**config.mk**
```make
export PLATFORM = sky130hd
export DESIGN_NAME = sdram_arbmod
export DESIGN_NICKNAME = d
export VERILOG_FILES = /design/src/rtl/sdram_arbmod.sv
export SDC_FILE = /design/constraint.sdc
export NUM_CORES = 1
export LEC_CHECK = 0
export CAP_MARGIN = 20
export CORE_MARGIN = 10
export CORE_UTILIZATION = 45
export CTS_CLUSTER_SIZE = 24
export DETAILED_ROUTE_END_ITERATION = 16
export MAX_ROUTING_LAYER = met4
export PLACE_DENSITY = 0.79
export SLEW_MARGIN = 20
export SYNTH_ARGS = -nofsm -noshare
export SYNTH_HDL_FRONTEND = slang
export SYNTH_SLANG_ARGS = --single-unit
```
**constraint.sdc**
```tcl
create_clock -name CLOCK -period 2.85 [get_ports CLOCK]
set_input_delay 0.57 -clock CLOCK [delete_from_list [all_inputs] [get_ports CLOCK]]
set_output_delay 0.57 -clock CLOCK [all_outputs]
set_load 0.01 [all_outputs]
```
**src/rtl/sdram_arbmod.sv**
```systemverilog
// Two-client arbiter in front of a single sdram_basemod instance.
// Serialises client write/read calls onto one iCall/iAddr port, routes the
// completion back to the originating client, exposes a one-hot grant for
// steering the data path, and aborts calls the SDRAM side never finishes.
module sdram_arbmod #(
    parameter int unsigned AW      = 24,
    parameter int unsigned TIMEOUT = 4096
) (
    input  logic          CLOCK,
    input  logic          RESET,
    input  logic [1:0]    iCall0,
    input  logic [AW-1:0] iAddr0,
    output logic [1:0]    oDone0,
    input  logic [1:0]    iCall1,
    input  logic [AW-1:0] iAddr1,
    output logic [1:0]    oDone1,
    output logic [1:0]    oCall,
    output logic [AW-1:0] oAddr,
    input  logic [1:0]    iDone,
    output logic [1:0]    oGrant,
    output logic          oErr
);

    localparam int unsigned CW = 16;
    // Watchdog fires on the CALL cycle whose count equals TIMEOUT-1, so the
    // abort lands exactly TIMEOUT cycles after oCall rises.
    localparam logic [CW-1:0] WD_LAST = CW'(TIMEOUT - 1);
    localparam bit            WD_EN   = (TIMEOUT != 0);

    typedef enum logic [1:0] {
        IDLE = 2'd0,
        CALL = 2'd1,
        DONE = 2'd2
    } state_t;

    state_t        state;
    logic          last;      // client served most recently (tie breaker)
    logic          winner;    // client owning the current call
    logic [1:0]    op;        // latched operation, one-hot {write, read}
    logic [CW-1:0] wdCnt;

    logic          pend0;
    logic          pend1;
    logic          anyPend;
    logic          pick;
    logic          pickWr;
    logic [1:0]    pickOp;
    logic [AW-1:0] pickAddr;
    logic          doneHit;
    logic          wdHit;

    // Round-robin pick among pending clients and completion/abort detection
    always_comb begin
        pend0    = |iCall0;
        pend1    = |iCall1;
        anyPend  = pend0 | pend1;
        if (pend0 && pend1) begin
            pick = ~last;
        end else begin
            pick = pend1;
        end
        pickWr   = pick ? iCall1[1] : iCall0[1];
        pickOp   = pickWr ? 2'b10 : 2'b01;
        pickAddr = pick ? iAddr1 : iAddr0;
        doneHit  = |(iDone & op);
        wdHit    = WD_EN && (wdCnt == WD_LAST);
    end

    // Arbiter FSM with registered SDRAM-side and client-side outputs
    always_ff @(posedge CLOCK or posedge RESET) begin
        if (RESET) begin
            state  <= IDLE;
            last   <= 1'b1;
            winner <= 1'b0;
            op     <= 2'b00;
            wdCnt  <= '0;
            oCall  <= 2'b00;
            oAddr  <= '0;
            oGrant <= 2'b00;
            oDone0 <= 2'b00;
            oDone1 <= 2'b00;
            oErr   <= 1'b0;
        end else begin
            oDone0 <= 2'b00;
            oDone1 <= 2'b00;
            oErr   <= 1'b0;
            unique case (state)
                IDLE: begin
                    if (anyPend) begin
                        state  <= CALL;
                        winner <= pick;
                        op     <= pickOp;
                        oCall  <= pickOp;
                        oAddr  <= pickAddr;
                        oGrant <= pick ? 2'b10 : 2'b01;
                        wdCnt  <= '0;
                    end
                end
                CALL: begin
                    if (doneHit || wdHit) begin
                        // A real completion in the final watchdog cycle wins over the abort
                        state <= DONE;
                        oCall <= 2'b00;
                        oErr  <= ~doneHit;
                        if (winner) begin
                            oDone1 <= op;
                        end else begin
                            oDone0 <= op;
                        end
                    end else begin
                        wdCnt <= wdCnt + 1'b1;
                    end
                end
                DONE: begin
                    last   <= winner;
                    oGrant <= 2'b00;
                    state  <= IDLE;
                end
                default: begin
                    state <= IDLE;
                end
            endcase
        end
    end

endmodule

```
# After elaboration in Yosys (flattened, before gate mapping)
# Index checks and enable logic that the tools add are counted.
op_classes:
  bitwise: 4
  eq_ne: 6
  mux: 24
  reduce_logical: 13
  multipliers: 0
  div_mod_pow: 0
  n_lt_le_gt_ge: 0
  n_addsub: 1
  n_shift: 0
ops:
  columns: ["operator", "n"]
  rows:
  - ["16-bit two-way mux", 2]
  - ["16-bit case mux with 2 select lines", 1]
  - ["2-bit two-way mux", 13]
  - ["24-bit two-way mux", 1]
  - ["16-bit by 1-bit adder with 16-bit output (second input constant)", 1]
  - ["16-bit by 12-bit equality test with 1-bit output (second input constant)", 1]
  - ["2-bit case mux with 2 select lines", 3]
  - ["2-bit inequality test (second input constant)", 3]
  - ["2-bit AND reduction", 3]
  - ["3-bit AND reduction", 2]
  - ["2-bit OR reduction", 3]
  - ["1-bit two-way mux", 4]
  - ["2-bit nonzero test", 2]
  - ["2-bit AND", 1]
  - ["2-bit by 1-bit equality test with 1-bit output (second input constant)", 1]
  - ["2-bit equality test (second input constant)", 1]
  - ["2-bit logical NOT", 1]
  - ["1-bit NOT", 2]
  - ["1-bit logical AND", 1]
  - ["1-bit logical OR", 1]
  - ["1-bit OR", 1]
word_totals:
  regBits: 55
  memories: 0
  rom_bits: 0
  ramBits: 0
  latch_bits: 0
  wordCells: 59
  inputBits: 56

# Longest topological paths before layout
# Gate-level depths: netlist of the first run.
logic_depth:
  word_depth: 7
  depth_mapped: 7
  ltp_nobuf: 6

# Worst setup path after synthesis of the first run
# No wires, ideal clock.
synth_path:
  path_kind: "reg2reg"
  from: "register wdCnt[15]"
  to: "register wdCnt[5]"
  path_stages_with_launch: 7
  path_buffers: 1
  synth_period_minus_slack_ps: 1994
  required_ps: 2768
  setup_time_ps: 82
  t_arrival_ps: 1912
  slack_ps: 856
  cell_sequence: "dfrtp_1 -> or4_4 -> or4_4 -> a21oi_4 -> inv_2 -> buf_6 -> a31oi_1"
synth_between:
  elab_chain_cells: 4
synth_lines:
  columns: ["item", "line", "source"]
  rows:
  - ["from (decl)", "40", "logic [CW-1:0] wdCnt;"]
  - ["from (signal assigned)", "111", "wdCnt <= wdCnt + 1'b1;"]
  - ["16-bit by 12-bit equality test with 1-bit output", "66", "wdHit = WD_EN && (wdCnt == WD_LAST);"]
  - ["1-bit logical OR", "100", "if (doneHit || wdHit) begin"]
  - ["2-bit inequality test (no line)", null, null]
  - ["3-bit AND reduction (no line)", null, null]
# Every way passes these cells.
# A chain may end at the register's enable or synchronous reset.

# Worst setup path after layout of the first run
layout_path:
  from: "register wdCnt[1]"
  to: "register wdCnt[10]"
layout_between:
  elab_chain_cells: 4
  word_cells_on_any_way: 7
layout_lines:
  columns: ["item"]
  rows:
  - ["parallel branches: the longest is 4 deep, another holds 16-bit by 1-bit adder with 16-bit output"]
# Several ways; the timed one is not identified. The select of a mux whose other input is x is not followed.

==> out/results.ini, run 1 <==
[die]
floorplan.die.width_um = 96.4
initial_core_util_pct = 47.1
core_area_um2 = 5570
design.die.area_um2 = 9290
fp-row-count = 27
floorplan.io_pins = 89
floorplan.die.height_um = 96.4

[timing]
setup_viol = 0
hold_viol_final = 0
setup_total_negative_slack_ns = 0
worst_hold_slack_ns = 0.485
timing_max_transition_violations_final = 0
fin_skew_ns = 0.00845
final_period_util_pct = 81.8
finalWorstSetupSlack_ns = 0.517
rsz0062_at_grt = no
timing.max_slew.rel_slack_pct = 52.3
fmax_ghz = 0.429
fin_crit_ns = 2.33
tightest_pin_transition_ns = 0.715

[critical_path]
capturing_element_type_of_the_critical_path = flip-flop
start_kind = flip-flop
worst-endpoint-arrival_ns = 2.57
path_class = flip-flop to flip-flop
crit_required_ns = 3.09
critPathMaxStageDelay_ns = 0.73
path_max_fanout = 14
critical-path-slowest-cell = sky130_fd_sc_hd__or4_4
cp_cell_sequence = ha_1 > nand3_1 > or4_4 > a21oi_4 > inv_2 > o221ai_1

[finish]
layout-drive-gt1-share_pct = 8.22
finalCoreUtilization_pct = 67.0
fill_cells = 447
layout-area-overhead-vs-synth_pct = 42.2
most_frequent_cells_in_the_layout = sky130_fd_sc_hd__clkdlybuf4s50_1, sky130_fd_sc_hd__dfrtp_1, sky130_fd_sc_hd__nand2_1, sky130_fd_sc_hd__o21ai_0, sky130_fd_sc_hd__mux2i_1
diodes = 0
final_area_um2 = 3730
layout.cells.most_common = sky130_fd_sc_hd__clkdlybuf4s50_1
finalNonFillerCells = 425
finalNetCount = 409

[power_and_ir_drop]
fin_total_pwr_mw = 3.38
portion_of_total_power_attributed_to_sequential_cells_pct = 38.0
power.share.combinational_pct = 48.1
clockPowerShare_pct = 13.9
cellInternalPower_mw = 2.05
ir_worst_vdd_mv = 0.450
power_density_nw_per_um2 = 905
power_switching_share_pct = 39.2
leakage_power_summed_over_all_cells_nw = 1.63
power.net_switching_mw = 1.32

[global_routing]
global_route.overflow_total = 0
vias_in_the_first_global_route = 2354
antenna_found_initial = 0
grt_util_all_layers_pct = 16.8
grt_start_max_net_pins = 42
grt_pass1_wl_um = 11700

[drt]
antenna_left = 0
drt_first_pass_iters = 4
vias_per_cell = 5.44
drtIter0Drc = 107
routedWlPerCell_um = 17.1
detail_route.wirelength_um = 7260
route.detailed.drc = 0
vias = 2313

[logic_synthesis]
syn_area_per_cell_um2 = 10.1
yosys_warnings = 0
unique_cell_type_count_in_the_yosys_netlist = 44
synth-seq-area-share_pct = 52.5
syn_nets = 318
yosys_register_bits = 55
post_synthesis_instance_total = 261
syn_area_um2 = 2630

[clock_network]
cts.sink_count = 55
clkLatencyLatePin_ns = 0.32
cts.reportedPaths.clkPinSlew_ns = 0.10
cts_hold_buffers = 0
cts_setup_buffers = 0
cts-htree-levels = 2
cts_tree = built
ctsResizeCount = 0
cts_made_buffers = 5
clock_tree.root_cell = sky130_fd_sc_hd__clkbuf_8
ctsLongestPathBuffers = 2

[flow_run]
maxCapViolations = 0

[place]
dp_worst_slack_ns = 0.298
gpl.final_weighted_congestion = 0.815
dpl.cell_count = 417
placedInstanceArea_um2 = 3630
place.port_buffers = 88
place_hpwl_um = 5570

[outcome]
status = completed

[worst_hold_path]
worst_hold_path_type = flip-flop to flip-flop

## final timing paths
check | start | depth (start not counted) | slack, ns | endpoint
setup / recovery | wdCnt[1] | 6 | 0.52 | wdCnt[10]
hold / removal | oAddr[11] | 2 | 0.48 | oAddr[11]
setup reg to reg | wdCnt[1] | 6 | 0.52 | wdCnt[10]
hold reg to reg | oAddr[11] | 2 | 0.48 | oAddr[11]
max in group asynchronous | RESET | 3 | 1.52 | wdCnt[8]
min in group asynchronous | RESET | 2 | 0.68 | oAddr[23]
## flip-flops by register name, summed over array words and instances, names as in the netlist
signal  cells
oAddr      24
wdCnt      16
oCall       2
oDone0      2
oDone1      2
oGrant      2
op          2
state       2
last        1
oErr        1
winner      1
## synth_stat cells (all sizes together)
library cell,count,area (µm²)
and4,1,8.76
or3,2,12.5
mux2,2,22.5
o31a,2,17.5
nor2,8,30.0
a31oi,13,81.3
a21o,1,7.51
o21a,2,15.0
mux2i,24,240
nand2,38,143
a221o,2,20.0
dfstp,1,26.3
clkbuf,11,41.3
o221ai,1,8.76
inv,8,30.0
nand4,4,25.0
nand2b,4,25.0
and3,5,31.3
nor4,6,37.5
a22oi,1,7.51
o311a,1,10.0
o211a,1,10.0
a221oi,1,8.76
dfrtp,54,1350
or4,5,45.0
nor2b,2,12.5
o21ai,34,170
a211o,1,8.76
and3b,2,17.5
nand3,7,35.0
nor3,4,20.0
a21oi,6,45.1
buf,3,20.0
and2,1,6.26
ha,1,12.5
o41ai,1,8.76
o211ai,1,12.5
## final cells by class
cell class | count | area (µm²) | share of cell area (%)
clock inverters | 2 | 16.3 | 0.436
well taps | 72 | 90.1 | 2.41
multi-input cells | 184 | 1170 | 31.3
repair buffers | 98 | 968 | 25.9
clock buffers | 6 | 82.6 | 2.21
flip-flops and latches | 55 | 1380 | 36.9
inverters | 8 | 30.0 | 0.805
## worst max-delay path, delay by kind of cell, from the launching register on
family | cells | cell delay, ns
and+or+nand+nor | 2 | 0.97
AOI/OAI and AO/OA | 2 | 0.46
DFF | 1 | 0.42
adders and majority gates | 1 | 0.24
buffers and inverters | 1 | 0.16
## per-layer routing
layer | part of all wire, % | vias to the layer above | GRT usage (%)
met5 | 0 | - | -
met4 | 1.4 | 0 | 5.93
met3 | 9.4 | 8 | 6.71
met2 | 44 | 98 | 24.2
met1 | 45 | 1076 | 21.0
li1 | - | 1131 | -
## power by group through the flow
stage	sequential (mW)	combinational, mW	clock, mW
3_5_place_dp	1.29	1.64	0
4_1_cts	1.28	1.64	0.476
5_1_grt	1.32	1.79	0.514
2_1_floorplan	1.35	0.778	0
6_report	1.28	1.62	0.469
3_3_place_gp	1.27	1.59	0
## cells by family after synthesis
kind of cell / Yosys count / share of synthesized area, %
AOI/OAI and AO/OA: 68 / 16.4
adders and majority gates: 1 / 0.477
buffers and inverters: 22 / 3.48
DFF: 55 / 52.5
muxes: 26 / 10.0
and+or+nand+nor: 89 / 17.1
Power figures use the tool's default switching activity.
==> run 2, diff against run 1 <==
==> constraint.sdc (replaced) <==
create_clock -name CLOCK -period 2.2 [get_ports CLOCK]
set_input_delay 0.44 -clock CLOCK [delete_from_list [all_inputs] [get_ports CLOCK]]
set_output_delay 0.44 -clock CLOCK [all_outputs]
set_load 0.01 [all_outputs]
==> run 2 against run 1 <==
Compared with the run above:
- combinational power is 36% higher
- die area stayed put
- power is 38% higher
- global-route usage is 0.35 points lower
- sequential power is 28% higher
- clock power is 73% higher
- clock skew is 0.0017 ns higher
- largest cell class unchanged
- largest power group unchanged
==> out/results.ini, run 2 (synthesized netlist as in run 1, its figures left out) <==
[critical_path]
critical_path.reg2reg.startpoint = wdCnt[13]
setup.worst_path.start = wdCnt[13]
r2r-end = wdCnt[8]
critical_path_cell_count = 5
crit_required_ns = 2.38
start_kind = flip-flop
cp_cell_sequence = or4_4 > or4_4 > buf_4 > a31oi_2 > a31oi_4
capturing_element_type_of_the_critical_path = flip-flop
critPathMaxStageDelay_ns = 0.61
r2r_cells = 5
path_max_fanout = 7
worst_path_most_repeated_cell = sky130_fd_sc_hd__or4_4
worstPathBufferInverterCount = 1
critPathTopFamily = simple AND/OR/NAND/NOR gates
critical-path-slowest-cell = sky130_fd_sc_hd__or4_4
cp-endpoint = wdCnt[8]
register_to_register_path_setup_slack_ns = 0.01
worst-endpoint-arrival_ns = 2.37
path_class = flip-flop to flip-flop

[drt]
antenna_left = 0
routedWlPerCell_um = 16.6
vias = 2335
route.detailed.drc = 0
vias_per_cell = 5.37
drt_first_pass_iters = 4
drtIter0Drc = 90
detail_route.wirelength_um = 7240

[timing]
setup_viol = 0
fmax_ghz = 0.457
final_period_util_pct = 99.5
timing.max_slew.rel_slack_pct = 65.6
rsz0062_at_grt = yes
fin_skew_ns = 0.0102
fin_crit_ns = 2.19
tightest_pin_transition_ns = 0.511
hold_viol_final = 0
setup_total_negative_slack_ns = 0
worst_hold_slack_ns = 0.477
timing_max_transition_violations_final = 0

[die]
core_area_um2 = 5570
floorplan.die.width_um = 96.4
floorplan.io_pins = 89
floorplan.die.height_um = 96.4
initial_core_util_pct = 47.1
design.die.area_um2 = 9290
fp-row-count = 27

[power_and_ir_drop]
ir_worst_vdd_mv = 0.634
leakage_power_summed_over_all_cells_nw = 1.71
power_density_nw_per_um2 = 1190

[clock_network]
cts_tree = built
clock_tree.root_cell = sky130_fd_sc_hd__clkbuf_8
cts_hold_buffers = 0
cts-htree-levels = 2
cts.reportedPaths.clkPinSlew_ns = 0.10
ctsLongestPathBuffers = 2
cts_made_buffers = 5
cts.sink_count = 55
clkLatencyLatePin_ns = 0.31

[finish]
registers.top_by_ff_count = oAddr
layout.cells.most_common = sky130_fd_sc_hd__clkdlybuf4s50_1
layout-area-overhead-vs-synth_pct = 49.5
largest_register_ffs = 24
finalCoreUtilization_pct = 70.4
layout-drive-gt1-share_pct = 12.4
most_frequent_cells_in_the_layout = sky130_fd_sc_hd__clkdlybuf4s50_1, sky130_fd_sc_hd__dfrtp_1, sky130_fd_sc_hd__nand2_1, sky130_fd_sc_hd__o21ai_0, sky130_fd_sc_hd__mux2i_1
diodes = 0
finalNonFillerCells = 435
final_area_um2 = 3930
largest_registers = oAddr x24, wdCnt x16
finalNetCount = 419

[global_routing]
antenna_found_initial = 0
global_route.overflow_total = 0
grt_start_max_net_pins = 56
grt_util_all_layers_pct = 16.4
vias_in_the_first_global_route = 2393
grt_pass1_wl_um = 11600

[place]
place_hpwl_um = 5460
gpl.final_weighted_congestion = 0.878
place.port_buffers = 88
placedInstanceArea_um2 = 3700
dpl.cell_count = 423

[worst_hold_path]
worst_hold_path_type = primary input to asynchronous set/reset pin

[outcome]
status = completed

[flow_run]
maxCapViolations = 0

-- run 2: worst min-delay path by stage --
stage / depth (start not counted) / end / slack (ns) / from
2_1_floorplan: 1 / wdCnt[6] / 0.47 / wdCnt[6]
3_3_place_gp: 2 / oAddr[3] / 0.46 / oAddr[3]
3_5_place_dp: 2 / oAddr[20] / 0.47 / oAddr[20]
4_1_cts: 3 / wdCnt[1] / 0.49 / RESET
5_1_grt: 3 / wdCnt[14] / 0.51 / RESET
6_report: 3 / oAddr[12] / 0.48 / RESET
-- run 2: layer usage --
layer	vias to the layer above	routed length (µm)	track usage, %
li1	1148	-	-
met1	1088	3130	19.6
met2	94	3260	24.6
met3	5	772	7.79
met4	0	78	4.36
met5	-	0	-
-- run 2: report_power, final --
part	total [mW]	switching [mW]	internal [mW]
clock	0.810	0.348	0.462
combinational	2.21	1.13	1.07
sequential	1.64	0.255	1.39
-- run 2: layout make-up --
class                           instances  area (µm²)
Tap cell                               72        90.1
Clock buffer                            5        68.8
Fill cell                             429        1650
Timing Repair Buffer                  108        1070
Multi-Input combinational cell        184        1210
Sequential cell                        55        1380
Inverter                                8        35.0
Clock inverter                          3        71.3
-- run 2: worst min-delay path, delay by kind of cell --
| family | cells | cell delay (ns) |
|---|---|---|
| buf+inv | 3 | 0.75 |
-- run 2: repair_timing --
item	4_1_cts	5_1_grt
setup buffers	0	4
setup endpoints to repair	0	4
gates resized for setup	0	8
endpoints found under the hold margin	0	0
-- run 2: per-stage QoR --
stage	worst slack (ns)	power, mW
after floorplan	0.206	2.75
after global placement	0.0845	3.78
after detailed placement	0.0167	3.84
after CTS	0.0294	4.66
after global routing	-0.0543	5.01
final	0.0109	4.66
